### config.mk
export PLATFORM = sky130hd
export DESIGN_NAME = lsu_bus_ctrl
export DESIGN_NICKNAME = d
export VERILOG_FILES = /design/src/rtl/lsu_bus_ctrl_pkg.sv /design/src/rtl/lsu_bus_ctrl_load_align.sv /design/src/rtl/lsu_bus_ctrl.sv
export SDC_FILE = /design/constraint.sdc
export NUM_CORES = 1
export LEC_CHECK = 0
export CAP_MARGIN = 20
export CORE_UTILIZATION = 43
export CTS_CLUSTER_SIZE = 20
export DETAILED_ROUTE_END_ITERATION = 12
export GPL_TIMING_DRIVEN = 0
export HOLD_SLACK_MARGIN = 0.1
export MAX_ROUTING_LAYER = met4
export PLACE_DENSITY = 0.9
export SLEW_MARGIN = 20
export SYNTH_ARGS = -nofsm -noshare
export SYNTH_HDL_FRONTEND = slang
export SYNTH_HIERARCHICAL = 1
export SYNTH_SLANG_ARGS = --single-unit
export TNS_END_PERCENT = 100
### constraint.sdc
create_clock -name clk_i -period 2.4 [get_ports clk_i]
set_clock_uncertainty 0.1 [all_clocks]
set_input_delay 0.72 -clock clk_i [delete_from_list [all_inputs] [get_ports clk_i]]
set_output_delay 0.72 -clock clk_i [all_outputs]
set_load 0.005 [all_outputs]
### src/rtl/lsu_bus_ctrl_pkg.sv
`default_nettype none
// ============================================================================
// lsu_bus_ctrl_pkg : shared access-width and controller-state definitions
// Revision : 1.0
// ============================================================================
package lsu_bus_ctrl_pkg;

    typedef enum logic [1:0] {
        BYTE = 2'b00,
        HALF = 2'b01,
        WORD = 2'b10
    } mem_width_e;

    typedef enum logic [1:0] {
        IDLE = 2'b00,
        REQ  = 2'b01,
        WAIT = 2'b10,
        RESP = 2'b11
    } lsu_state_e;

    localparam logic [3:0] BE_ALL = 4'b1111;

endpackage
`default_nettype wire

### src/rtl/lsu_bus_ctrl_load_align.sv
`default_nettype none
// ============================================================================
// lsu_bus_ctrl_load_align : shifts a bus word down to the accessed byte lane
// and sign/zero-extends it to 32 bits.          Revision : 1.0
// ============================================================================
module lsu_bus_ctrl_load_align
    import lsu_bus_ctrl_pkg::*;
(
    input  logic [31:0] rdata_i,
    input  logic [1:0]  byte_idx_i,
    input  mem_width_e  width_i,
    input  logic        unsigned_i,
    output logic [31:0] data_o
);

    logic [31:0] shifted;
    logic        ext_bit;

    always_comb begin
        shifted = rdata_i >> {byte_idx_i, 3'b000};
        ext_bit = 1'b0;
        data_o  = shifted;
        case (width_i)
            BYTE: begin
                ext_bit = shifted[7] & ~unsigned_i;
                data_o  = {{24{ext_bit}}, shifted[7:0]};
            end
            HALF: begin
                ext_bit = shifted[15] & ~unsigned_i;
                data_o  = {{16{ext_bit}}, shifted[15:0]};
            end
            default: data_o = shifted;
        endcase
    end

endmodule
`default_nettype wire

### src/rtl/lsu_bus_ctrl.sv
`default_nettype none
// ============================================================================
// lsu_bus_ctrl : single-outstanding req/gnt/rvalid data-bus controller.
// Optional bus timeout enabled with LSU_TIMEOUT_EN.   Revision : 1.0
// ============================================================================
module lsu_bus_ctrl
    import lsu_bus_ctrl_pkg::*;
#(
    parameter int unsigned TIMEOUT_CYCLES = 255
) (
    input  logic        clk_i,
    input  logic        rst_ni,
    input  logic        req_valid_i,
    output logic        req_ready_o,
    input  logic        req_write_i,
    input  mem_width_e  req_width_i,
    input  logic        req_unsigned_i,
    input  logic [1:0]  req_byte_idx_i,
    input  logic [31:0] req_word_addr_i,
    input  logic [31:0] req_wdata_i,
    input  logic [3:0]  req_strobe_i,
    input  logic        req_illegal_i,
    output logic        rsp_valid_o,
    output logic [31:0] rsp_data_o,
    output logic        rsp_err_o,
    output logic        mem_req_o,
    input  logic        mem_gnt_i,
    output logic [31:0] mem_addr_o,
    output logic        mem_we_o,
    output logic [3:0]  mem_be_o,
    output logic [31:0] mem_wdata_o,
    input  logic        mem_rvalid_i,
    input  logic [31:0] mem_rdata_i,
    input  logic        mem_err_i
);

    lsu_state_e  state_q, state_d;
    logic        write_q, write_d;
    mem_width_e  width_q, width_d;
    logic        unsigned_q, unsigned_d;
    logic [1:0]  byte_idx_q, byte_idx_d;
    logic [31:0] addr_q, addr_d;
    logic [31:0] wdata_q, wdata_d;
    logic [3:0]  be_q, be_d;
    logic [31:0] rdata_q, rdata_d;
    logic        err_q, err_d;
    logic        timeout_hit;
    logic [31:0] aligned;

`ifdef LSU_TIMEOUT_EN
    localparam int unsigned CNT_W = $clog2(TIMEOUT_CYCLES + 1);
    logic [CNT_W-1:0] cnt_q, cnt_d;

    // The count is the number of bus cycles already spent in REQ+WAIT.
    always_comb begin
        cnt_d = cnt_q;
        if (state_q == IDLE) begin
            cnt_d = '0;
        end else if (state_q == REQ || state_q == WAIT) begin
            cnt_d = cnt_q + CNT_W'(1);
        end
    end

    always_ff @(posedge clk_i or negedge rst_ni) begin
        if (!rst_ni) begin
            cnt_q <= '0;
        end else begin
            cnt_q <= cnt_d;
        end
    end

    assign timeout_hit = (state_q == REQ || state_q == WAIT) &&
                         (cnt_q == CNT_W'(TIMEOUT_CYCLES - 1));
`else
    logic unused_timeout_cfg;
    assign unused_timeout_cfg = (TIMEOUT_CYCLES != 0);
    assign timeout_hit        = 1'b0;
`endif

    always_comb begin
        state_d    = state_q;
        write_d    = write_q;
        width_d    = width_q;
        unsigned_d = unsigned_q;
        byte_idx_d = byte_idx_q;
        addr_d     = addr_q;
        wdata_d    = wdata_q;
        be_d       = be_q;
        rdata_d    = rdata_q;
        err_d      = err_q;
        case (state_q)
            IDLE: begin
                if (req_valid_i) begin
                    write_d    = req_write_i;
                    width_d    = req_width_i;
                    unsigned_d = req_unsigned_i;
                    byte_idx_d = req_byte_idx_i;
                    addr_d     = req_word_addr_i;
                    wdata_d    = req_wdata_i;
                    be_d       = req_write_i ? req_strobe_i : BE_ALL;
                    rdata_d    = '0;
                    err_d      = req_illegal_i;
                    state_d    = req_illegal_i ? RESP : REQ;
                end
            end
            REQ: begin
                if (mem_gnt_i) begin
                    state_d = WAIT;
                end else if (timeout_hit) begin
                    err_d   = 1'b1;
                    state_d = RESP;
                end
            end
            WAIT: begin
                if (mem_rvalid_i) begin
                    rdata_d = mem_rdata_i;
                    err_d   = mem_err_i;
                    state_d = RESP;
                end else if (timeout_hit) begin
                    err_d   = 1'b1;
                    state_d = RESP;
                end
            end
            RESP: state_d = IDLE;
            default: state_d = IDLE;
        endcase
    end

    always_ff @(posedge clk_i or negedge rst_ni) begin
        if (!rst_ni) begin
            state_q    <= IDLE;
            write_q    <= 1'b0;
            width_q    <= BYTE;
            unsigned_q <= 1'b0;
            byte_idx_q <= '0;
            addr_q     <= '0;
            wdata_q    <= '0;
            be_q       <= '0;
            rdata_q    <= '0;
            err_q      <= 1'b0;
        end else begin
            state_q    <= state_d;
            write_q    <= write_d;
            width_q    <= width_d;
            unsigned_q <= unsigned_d;
            byte_idx_q <= byte_idx_d;
            addr_q     <= addr_d;
            wdata_q    <= wdata_d;
            be_q       <= be_d;
            rdata_q    <= rdata_d;
            err_q      <= err_d;
        end
    end

    lsu_bus_ctrl_load_align u_load_align (
        .rdata_i    (rdata_q),
        .byte_idx_i (byte_idx_q),
        .width_i    (width_q),
        .unsigned_i (unsigned_q),
        .data_o     (aligned)
    );

    // Bus and response outputs depend only on state and captured registers.
    assign req_ready_o = (state_q == IDLE);
    assign mem_req_o   = (state_q == REQ);
    assign mem_addr_o  = addr_q;
    assign mem_we_o    = write_q;
    assign mem_be_o    = be_q;
    assign mem_wdata_o = wdata_q;
    assign rsp_valid_o = (state_q == RESP);
    assign rsp_err_o   = (state_q == RESP) && err_q;
    assign rsp_data_o  = ((state_q == RESP) && !err_q && !write_q) ? aligned : 32'h0;

endmodule
`default_nettype wire
==> flow_metrics.env, run 1 <==
export IMPL_pwr_share_seq_pct=31.6
export IMPL_rr_worst_depth=8
export IMPL_synth_common_cells="dfrtp_1 (109), mux2_2 (59), and2_1 (33)"
export IMPL_cp_end_kind="output port"
export IMPL_status="finished, violations left"
export IMPL_synth_edff_count=0
export IMPL_path_depth=8
export IMPL_clk_insertion_delay_late_ns=0.34
export IMPL_cts_tree="built"
export IMPL_place_ws_ns=-0.428
export IMPL_antenna_found_initial=0
export IMPL_grt_start_max_net_pins=85
export IMPL_min_path_type="input pin to async pin"
export IMPL_syn_cell_area_um2=5220
export IMPL_grt_pass1_wl_um=24100
export IMPL_h_tree_depth=3
export IMPL_start_util_pct=44.9
export IMPL_wl_met3_um=1460
export IMPL_instances_no_fill=808
export IMPL_hold_viol=0
export IMPL_wl_met1_um=5790
export IMPL_internal_power_w=0.00722
export IMPL_yosysUniqueCellTypes=37
export IMPL_dr_first_iter_drc_count=195
export IMPL_drcViolationCount=9
export IMPL_power_share_clock_pct=12.0
export IMPL_async_flop_share_pct=100
export IMPL_comb_power_share_pct=56.4
export IMPL_clockRootBuffer="clkbuf_16"
export IMPL_vias=4309
export IMPL_grt_pass1_vias=4647
export IMPL_fin_crit_sh_pct=121
export IMPL_ir_drop_uv=789
export IMPL_synth_warnings=6
export IMPL_synth_area_leaders="dfrtp_1 (52%), mux2_2 (13%), a22o_1 (5.4%), and2_1 (4.0%), mux2_4 (3.7%)"
export IMPL_port_buffers=217
export IMPL_dp_hpwl_um=11800
export IMPL_drv_cap=0
export IMPL_fp_dieW_um=112
export IMPL_r2r_end="mem_addr_o[2]"
export IMPL_finalCriticalPeriod_ns=2.91
export IMPL_grt_setup_unrepaired="true"
export IMPL_syn_inst=400
export IMPL_drtPass1Iterations=8
export IMPL_switching_power_w=0.00394
export IMPL_die_area_um2=12600
export IMPL_die_h_um=112
export IMPL_violations="design-rule violations, negative setup slack"
export IMPL_cp_common_cell="buf_6"
export IMPL_r2r_start="state_q[0]"
export IMPL_cp_slowest_cell="dfrtp_1"
export IMPL_nNetsFinal=778
export IMPL_holdBufCountCts=0
export IMPL_slew_headroom_pct=68.5
export IMPL_synthFlopType="dfrtp_1"
export IMPL_synthToLayoutAreaGrowth_pct=60.1
export IMPL_synth_area_per_cell_um2=13.0
export IMPL_gp_congestion=0.885
export IMPL_synth_top_area_cell="dfrtp_1"
export IMPL_cp_arrival_ns=2.09
export IMPL_num_rows=39
export IMPL_drive_gt1_share_pct=36.4
export IMPL_crit_path_cell_trace="buf_6, mux2_4, o221ai_4, buf_6, buf_6, o22ai_1, and2_1, buf_2"
export IMPL_grt_ovfl_total=0
export IMPL_slew_violations=0
export IMPL_track_usage_pct=26.5
export IMPL_io_pins=218
export IMPL_worstMarginPinSlew_ns=0.472
export IMPL_antenna_left=0
export IMPL_worstSetupStartpoint="byte_idx_q[1]"
export IMPL_p_sw_share_pct=35.3
export IMPL_powerDensity_nw_per_um2=1340
export IMPL_postLayoutSetupSlackWorst_ns=-0.514
export IMPL_cp_start_kind="flip-flop"
export IMPL_dp_cells=761
export IMPL_dr_wl_met2_um=8600
export IMPL_fin_tns_setup_ns=-13.40
export IMPL_ff2ff_setup_slack_ns=0.41
export IMPL_core_area_um2=11600
export IMPL_wl_um=16400
export IMPL_routed_via_density=5.33
export IMPL_yosysSeqAreaShare_pct=52.3
export IMPL_wire_per_inst_um=20.3
export IMPL_crit_family="buffers and inverters"
export IMPL_fmax_mhz=343
export IMPL_cts_clk_slew_worst_paths_ns=0.07
export IMPL_yosys_register_bits=109
export IMPL_cts_buffers=9
export IMPL_clockBufferDepth=2
export IMPL_syn_nets=518
export IMPL_synth_top_area_share_pct=52.3
export IMPL_p_leak_nw=3.68
export IMPL_path_class="flip-flop to output port"
export IMPL_path_buf_inv=4
export IMPL_clock_sinks=109
export IMPL_diodes=0
export IMPL_setup_viol=32
export IMPL_crit_fanout=7
export IMPL_cp_endpoint="rsp_data_o[22]"
export IMPL_required_ns=1.58
export IMPL_nFillCells=749
export IMPL_top_layer_used="met4"
export IMPL_slowest_delay_ns=0.39
export IMPL_post_synth_top_count_cell="dfrtp_1"
metrics by stage:
stage	cell area, um^2	hold WS, ns	power (W)	util, %
after global placement	7570	0.364	0.00829	65.2
after detailed placement	7600	0.376	0.00850	65.4
final	8350	0.129	0.0112	71.9
after CTS	8120	0.125	0.0106	69.9
after floorplan	5220	0.324	0.00614	-
after global routing	8350	0.140	0.0117	71.9
layout by cell type (no fill, tap or decap), types with 3 or more instances in the layout:
cell             synthesis  layout
buf_2                    9      36
nor2b_1                 13       8
mux2_2                  59      59
dfrtp_1                109     109
mux2i_4                  0       4
o22ai_1                  8       7
o21ai_0                  4       4
a211oi_2                 0       7
nand2_1                  5       5
nor2b_4                  0       3
o2bb2ai_1                9       4
a21oi_1                 23       8
or2_4                    0       4
a22o_1                  32      32
and2_1                  33      29
a21oi_2                  0      15
buf_6                   11      32
and2_4                   0       4
buf_4                    2      16
mux2_4                  13      13
mux2i_2                  0       3
clkbuf_1                 5       4
ha_1                     5       3
nor2_1                   4       4
clkbuf_16                0       9
clkdlybuf4s50_1          0     180
o2bb2ai_2                0       4
mux2i_1                 19      12
or2_2                    9       5
cell families after synthesis:
| group | share of synthesized area, % |
|---|---|
| flops | 52.3 |
| mux | 20.6 |
| compound gates | 12.7 |
| simple gates | 8.80 |
| buf+inv | 4.25 |
| fa+ha+maj | 1.20 |
| xor+xnor | 0.168 |
state kept, by name (all words and copies together) (netlist names):
signal,cells
mem_addr_o,32
err_q,1
mem_wdata_o,32
width_q,2
unsigned_q,1
mem_we_o,1
state_q,2
byte_idx_q,2
rdata_q,32
mem_be_o,4
area by class of cell:
cell class,instances,area [um^2],share of cell area (%)
multi-input cells,259,2540,30.5
inverters,4,15.0,0.180
well taps,143,179,2.14
clock buffers,12,236,2.83
clock inverters,4,25.0,0.300
flip-flops and latches,109,2730,32.7
plain buffers,27,244,2.92
repair buffers,250,2380,28.5
what timing repair did:
| action | 4_1_cts | 5_1_grt |
|---|---|---|
| setup endpoints to repair | 35 | 34 |
| gates resized for setup | 175 | 58 |
| pin swaps | 28 | 22 |
| cloned | 1 | 0 |
| buffers inserted | 19 | 12 |
worst min path at each step:
stage | from | end | slack [ns] | cells after the start
floorplan | rst_ni | byte_idx_q[0] | 0.32 | 0
global placement | mem_be_o[3] | mem_be_o[3] | 0.36 | 2
detailed placement | mem_be_o[2] | mem_be_o[2] | 0.38 | 2
CTS | rst_ni | mem_wdata_o[19] | 0.13 | 1
global route | rst_ni | mem_wdata_o[19] | 0.14 | 1
finish | rst_ni | mem_wdata_o[17] | 0.13 | 1
power by group through the flow:
stage	clock network (W)	registers, W	logic [W]
3_3_place_gp	0	0.00340	0.00488
4_1_cts	0.00137	0.00349	0.00576
2_1_floorplan	0	0.00331	0.00282
5_1_grt	0.00143	0.00363	0.00668
3_5_place_dp	0	0.00346	0.00504
6_report	0.00134	0.00352	0.00629
metal layers:
metal	global-route usage, %	up-vias
li1	-	1956
met1	26.6	2124
met2	45.8	193
met3	10.2	36
met4	11.6	0
met5	-	-
(Power assumes the default switching activity.)
==> run 2: changes to the inputs <==
--- a/config.mk
+++ b/config.mk
@@ -18,4 +18,4 @@
 export SYNTH_HDL_FRONTEND = slang
 export SYNTH_HIERARCHICAL = 1
 export SYNTH_SLANG_ARGS = --single-unit
-export TNS_END_PERCENT = 100
+export TNS_END_PERCENT = 10
==> run 2 against run 1 <==
The run still ends with design-rule violations, negative setup slack left. Via count is 4.0% lower. Sequential power is 1% lower. Register-to-register slack better by 0.06 ns. First-iteration DRC count is 32% lower. Clock power hardly changed. Routed wire length is 5.4% lower. Cell count is 2.0% lower. Die area stayed put. Critical endpoint is now rsp_data_o[8].
==> flow_metrics.env, run 2 (synthesized netlist as in run 1, its figures left out) <==
export IMPL_wl_um=15500
export IMPL_clockBufferDepth=2
export IMPL_slew_headroom_pct=67.5
export IMPL_powerDensity_nw_per_um2=1290
export IMPL_path_class="flip-flop to output port"
export IMPL_nNetsFinal=762
export IMPL_p_leak_nw=3.55
export IMPL_ir_drop_uv=787
export IMPL_dr_first_iter_drc_count=133
export IMPL_hold_viol=0
export IMPL_place_ws_ns=-0.428
export IMPL_r2r_start="state_q[0]"
export IMPL_vias=4136
export IMPL_min_path_type="input pin to async pin"
export IMPL_final_util_pct=69.5
export IMPL_dp_cells=761
export IMPL_ff2ff_setup_slack_ns=0.47
export IMPL_r2r_end="mem_addr_o[2]"
export IMPL_design_area_um2=8070
export IMPL_grt_start_max_net_pins=85
export IMPL_fmax_mhz=341
export IMPL_fp_dieW_um=112
export IMPL_rr_worst_depth=7
export IMPL_cts_buffers=9
export IMPL_wire_per_inst_um=19.6
export IMPL_drtPass1Iterations=9
export IMPL_core_area_um2=11600
export IMPL_cp_start_kind="flip-flop"
export IMPL_status="finished, violations left"
export IMPL_required_ns=1.58
export IMPL_worstMarginPinSlew_ns=0.487
export IMPL_drv_cap=0
export IMPL_die_h_um=112
export IMPL_cts_tree="built"
export IMPL_cts_clk_slew_worst_paths_ns=0.07
export IMPL_grt_setup_unrepaired="true"
export IMPL_drcViolationCount=8
export IMPL_diodes=0
export IMPL_drive_gt1_share_pct=29.0
export IMPL_instances_no_fill=792
export IMPL_dp_hpwl_um=11800
export IMPL_slew_violations=0
export IMPL_die_area_um2=12600
export IMPL_final_common_cell="clkdlybuf4s50_1"
export IMPL_setup_viol=32
export IMPL_track_usage_pct=25.9
export IMPL_cp_end_kind="output port"
export IMPL_routed_via_density=5.22
export IMPL_synthToLayoutAreaGrowth_pct=54.6
export IMPL_gp_congestion=0.885
export IMPL_grt_pass1_wl_um=23700
export IMPL_port_buffers=217
export IMPL_cp_arrival_ns=2.11
export IMPL_clock_sinks=109
export IMPL_grt_ovfl_total=0
export IMPL_placed_cell_area_um2=7600
export IMPL_antenna_left=0
export IMPL_start_util_pct=44.9
export IMPL_finalCriticalPeriod_ns=2.93
export IMPL_h_tree_depth=3
export IMPL_num_rows=39
export IMPL_holdBufCountCts=0
export IMPL_io_pins=218
export IMPL_antenna_found_initial=0
export IMPL_clockRootBuffer="clkbuf_16"
export IMPL_postLayoutSetupSlackWorst_ns=-0.529
export IMPL_clk_insertion_delay_late_ns=0.34
export IMPL_final_cell_mix="clkdlybuf4s50_1 (183), dfrtp_1 (109), mux2_2 (59)"
export IMPL_fin_crit_sh_pct=122
export IMPL_crit_fanout=10
export IMPL_grt_pass1_vias=4525
export IMPL_violations="design-rule violations, negative setup slack"
-- run 2: cell count changes in the layout (fill, tap and decap cells not counted), sizes merged --
cell / change
buf: -34
dlymetal6s2s: -1
clkdlybuf4s50: +3
clkbuf: +5
dlygate4sd2: +9
clkdlybuf4s15: +2
-- run 2: where the power goes --
group	internal, W	switching [W]
clock	0.000702	0.000636
combinational	0.00335	0.00228
sequential	0.00276	0.000706
-- run 2: worst max path at each step --
stage / cells past startpoint / startpoint / end
after global placement: 1 / rst_ni / width_q[0]
final: 8 / byte_idx_q[1] / rsp_data_o[8]
after detailed placement: 6 / byte_idx_q[1] / rsp_data_o[11]
after global routing: 8 / byte_idx_q[1] / rsp_data_o[22]
after floorplan: 6 / byte_idx_q[1] / rsp_data_o[22]
after CTS: 8 / byte_idx_q[1] / rsp_data_o[22]
-- run 2: per-layer routing --
layer	wire length [um]	vias up	global-route usage [%]
li1	-	1918	-
met1	5550	2024	26.8
met2	8080	166	44.3
met3	1400	28	9.50
met4	471	0	11.4
met5	0	-	-
-- run 2: cell type report --
cell class | count | area [um^2]
plain buffers | 28 | 235
clock buffers | 12 | 236
clock inverters | 4 | 25.0
fillers | 790 | 3550
inverters | 4 | 17.5
multi-input cells | 259 | 2390
flip-flops and latches | 109 | 2730
well taps | 143 | 179
repair buffers | 233 | 2260
-- run 2: metrics by stage --
step	setup TNS [ns]	hold slack, ns	total power (W)
global placement	-375.95	0.364	0.00829
global route	-16.15	0.140	0.0110
finish	-13.25	0.131	0.0104
CTS	-14.44	0.125	0.0103
floorplan	0	0.324	0.00614
detailed placement	-11.75	0.376	0.00850
-- run 2: timing repair --
action,in CTS,in global routing
cloned,1,0
pin swaps,17,9
gates resized for setup,114,25
setup endpoints to repair,35,34
buffers inserted,13,1
-- run 2: critical path, stage by stage (launching register included) --
cell and delay (ns):
dfrtp_1 0.39, buf_6 0.14, buf_4 0.14, buf_8 0.15, mux2i_2 0.16, or2_2 0.30, a21oi_2 0.15, and2_4 0.15
clkdlybuf4s15_1 0.19
==> run 3: changes to the inputs <==
--- a/config.mk
+++ b/config.mk
@@ -11,7 +11,6 @@
 export DETAILED_ROUTE_END_ITERATION = 12
 export GPL_TIMING_DRIVEN = 0
 export HOLD_SLACK_MARGIN = 0.1
-export MAX_ROUTING_LAYER = met4
 export PLACE_DENSITY = 0.9
 export SLEW_MARGIN = 20
 export SYNTH_ARGS = -nofsm -noshare
==> run 3 against run 2 <==
The run still ends with design-rule violations, negative setup slack left. Sequential share of layout area is 0.49 points lower. Global-route usage rose by 0.23 points. Sequential cell count stayed put. Critical path type unchanged. Critical endpoint is now rsp_data_o[22].
==> flow_metrics.env, run 3 (synthesized netlist as in run 1, its figures left out) <==
export IMPL_status="finished, violations left"
export IMPL_violations="design-rule violations, negative setup slack"
export IMPL_drcViolationCount=8
export IMPL_r2r_start="state_q[0]"
export IMPL_wl_um=16300
export IMPL_placed_cell_area_um2=7600
export IMPL_cp_start_kind="flip-flop"
export IMPL_grt_pass1_wl_um=24700
export IMPL_routed_via_density=5.31
export IMPL_cts_tree="built"
export IMPL_clockRootBuffer="clkbuf_16"
export IMPL_clock_sinks=109
export IMPL_dr_first_iter_drc_count=165
export IMPL_drv_cap=0
export IMPL_final_common_cell="clkdlybuf4s50_1"
export IMPL_cp_end_kind="output port"
export IMPL_ir_drop_uv=859
export IMPL_start_util_pct=44.9
export IMPL_final_cell_mix="clkdlybuf4s50_1 (182), dfrtp_1 (109), mux2_2 (59)"
export IMPL_worstMarginPinSlew_ns=0.458
export IMPL_die_h_um=112
export IMPL_dp_hpwl_um=11900
export IMPL_slew_violations=0
export IMPL_finalPower_w=0.0109
export IMPL_finalCriticalPeriod_ns=2.90
export IMPL_core_area_um2=11600
export IMPL_fin_crit_sh_pct=121
export IMPL_clk_insertion_delay_late_ns=0.34
export IMPL_num_rows=39
export IMPL_clockBufferDepth=2
export IMPL_h_tree_depth=3
export IMPL_wire_per_inst_um=20.5
export IMPL_min_path_type="input pin to async pin"
export IMPL_grt_setup_unrepaired="true"
export IMPL_track_usage_pct=26.2
export IMPL_final_util_pct=70.5
export IMPL_drtPass1Iterations=11
export IMPL_antenna_found_initial=2
export IMPL_ff2ff_setup_slack_ns=0.48
export IMPL_required_ns=1.58
export IMPL_grt_ovfl_total=0
export IMPL_drive_gt1_share_pct=30.3
export IMPL_path_class="flip-flop to output port"
export IMPL_grt_start_max_net_pins=86
export IMPL_diodes=0
export IMPL_setup_viol=32
export IMPL_cp_arrival_ns=2.08
export IMPL_powerDensity_nw_per_um2=1330
export IMPL_postLayoutSetupSlackWorst_ns=-0.504
export IMPL_die_area_um2=12600
export IMPL_grt_pass1_vias=4513
export IMPL_crit_fanout=6
export IMPL_slew_headroom_pct=69.4
export IMPL_port_buffers=217
export IMPL_holdBufCountCts=0
export IMPL_io_pins=218
export IMPL_p_leak_nw=3.65
export IMPL_antenna_left=0
export IMPL_place_ws_ns=-0.419
export IMPL_fin_tns_setup_ns=-13.30
export IMPL_vias=4232
export IMPL_design_area_um2=8180
export IMPL_cts_buffers=9
export IMPL_nNetsFinal=767
export IMPL_synthToLayoutAreaGrowth_pct=56.9
export IMPL_hold_viol=0
export IMPL_r2r_end="mem_wdata_o[6]"
export IMPL_cts_clk_slew_worst_paths_ns=0.07
export IMPL_fp_dieW_um=112
export IMPL_fmax_mhz=344
export IMPL_gp_congestion=0.874
export IMPL_rr_worst_depth=6
[run 3: changes by cell type in the layout (fill, tap and decap cells not counted), sizes merged]
cell	change
buf	+7
bufinv	+2
clkinvlp	-2
dlygate4sd2	-2
clkbuf	+1
clkdlybuf4s15	-1
clkdlybuf4s50	-1
dlymetal6s2s	+1
[run 3: routing by layer]
metal,vias up,global-route usage [%],wire [um]
met5,-,0,13
li1,1933,-,-
met3,30,10.1,1480
met4,2,10.6,435
met1,2097,27.8,5780
met2,170,46.6,8620
[run 3: how the worst max path moves through the flow]
stage,startpoint,to,cells after the start
floorplan,byte_idx_q[1],rsp_data_o[22],6
global placement,rst_ni,mem_addr_o[30],1
detailed placement,byte_idx_q[1],rsp_data_o[9],6
CTS,byte_idx_q[1],rsp_data_o[16],8
global route,byte_idx_q[1],rsp_data_o[22],8
finish,byte_idx_q[1],rsp_data_o[22],8
[run 3: final cells by class]
type                       instances  area [um^2]
inverter                           4         17.5
fill                             770         3430
clock buffer                      12          256
tap                              143          179
sequential                       109         2730
clock inverter                     4         70.1
buffer                            28          251
multi-input combinational        259         2390
timing repair buffer             238         2290
[run 3: stage by stage]
| step | hold slack, ns | std cells |
|---|---|---|
| 5_1_grt | 0.133 | 797 |
| 4_1_cts | 0.118 | 792 |
| 2_1_floorplan | 0.324 | 400 |
| 3_5_place_dp | 0.387 | 761 |
| 6_report | 0.126 | 797 |
| 3_3_place_gp | 0.362 | 760 |
[run 3: what timing repair did]
item                       in CTS  in global routing
gates cloned                    1                  0
resized for setup             123                 24
setup endpoints to repair      34                 34
pin swaps                      15                 10
buffers inserted               14                  5
[run 3: worst max-delay path, stage by stage, from the launching register on]
cell	delay [ns]
dfrtp_1	0.39
buf_6	0.14
mux2_4	0.33
o221ai_4	0.27
buf_6	0.16
buf_6	0.09
o22ai_1	0.07
and2_1	0.17
buf_2	0.12
[run 3: where the power goes]
part / total, W / internal [W] / switching, W
clock: 0.00162 / 0.000969 / 0.000654
sequential: 0.00350 / 0.00276 / 0.000732
combinational: 0.00575 / 0.00342 / 0.00233
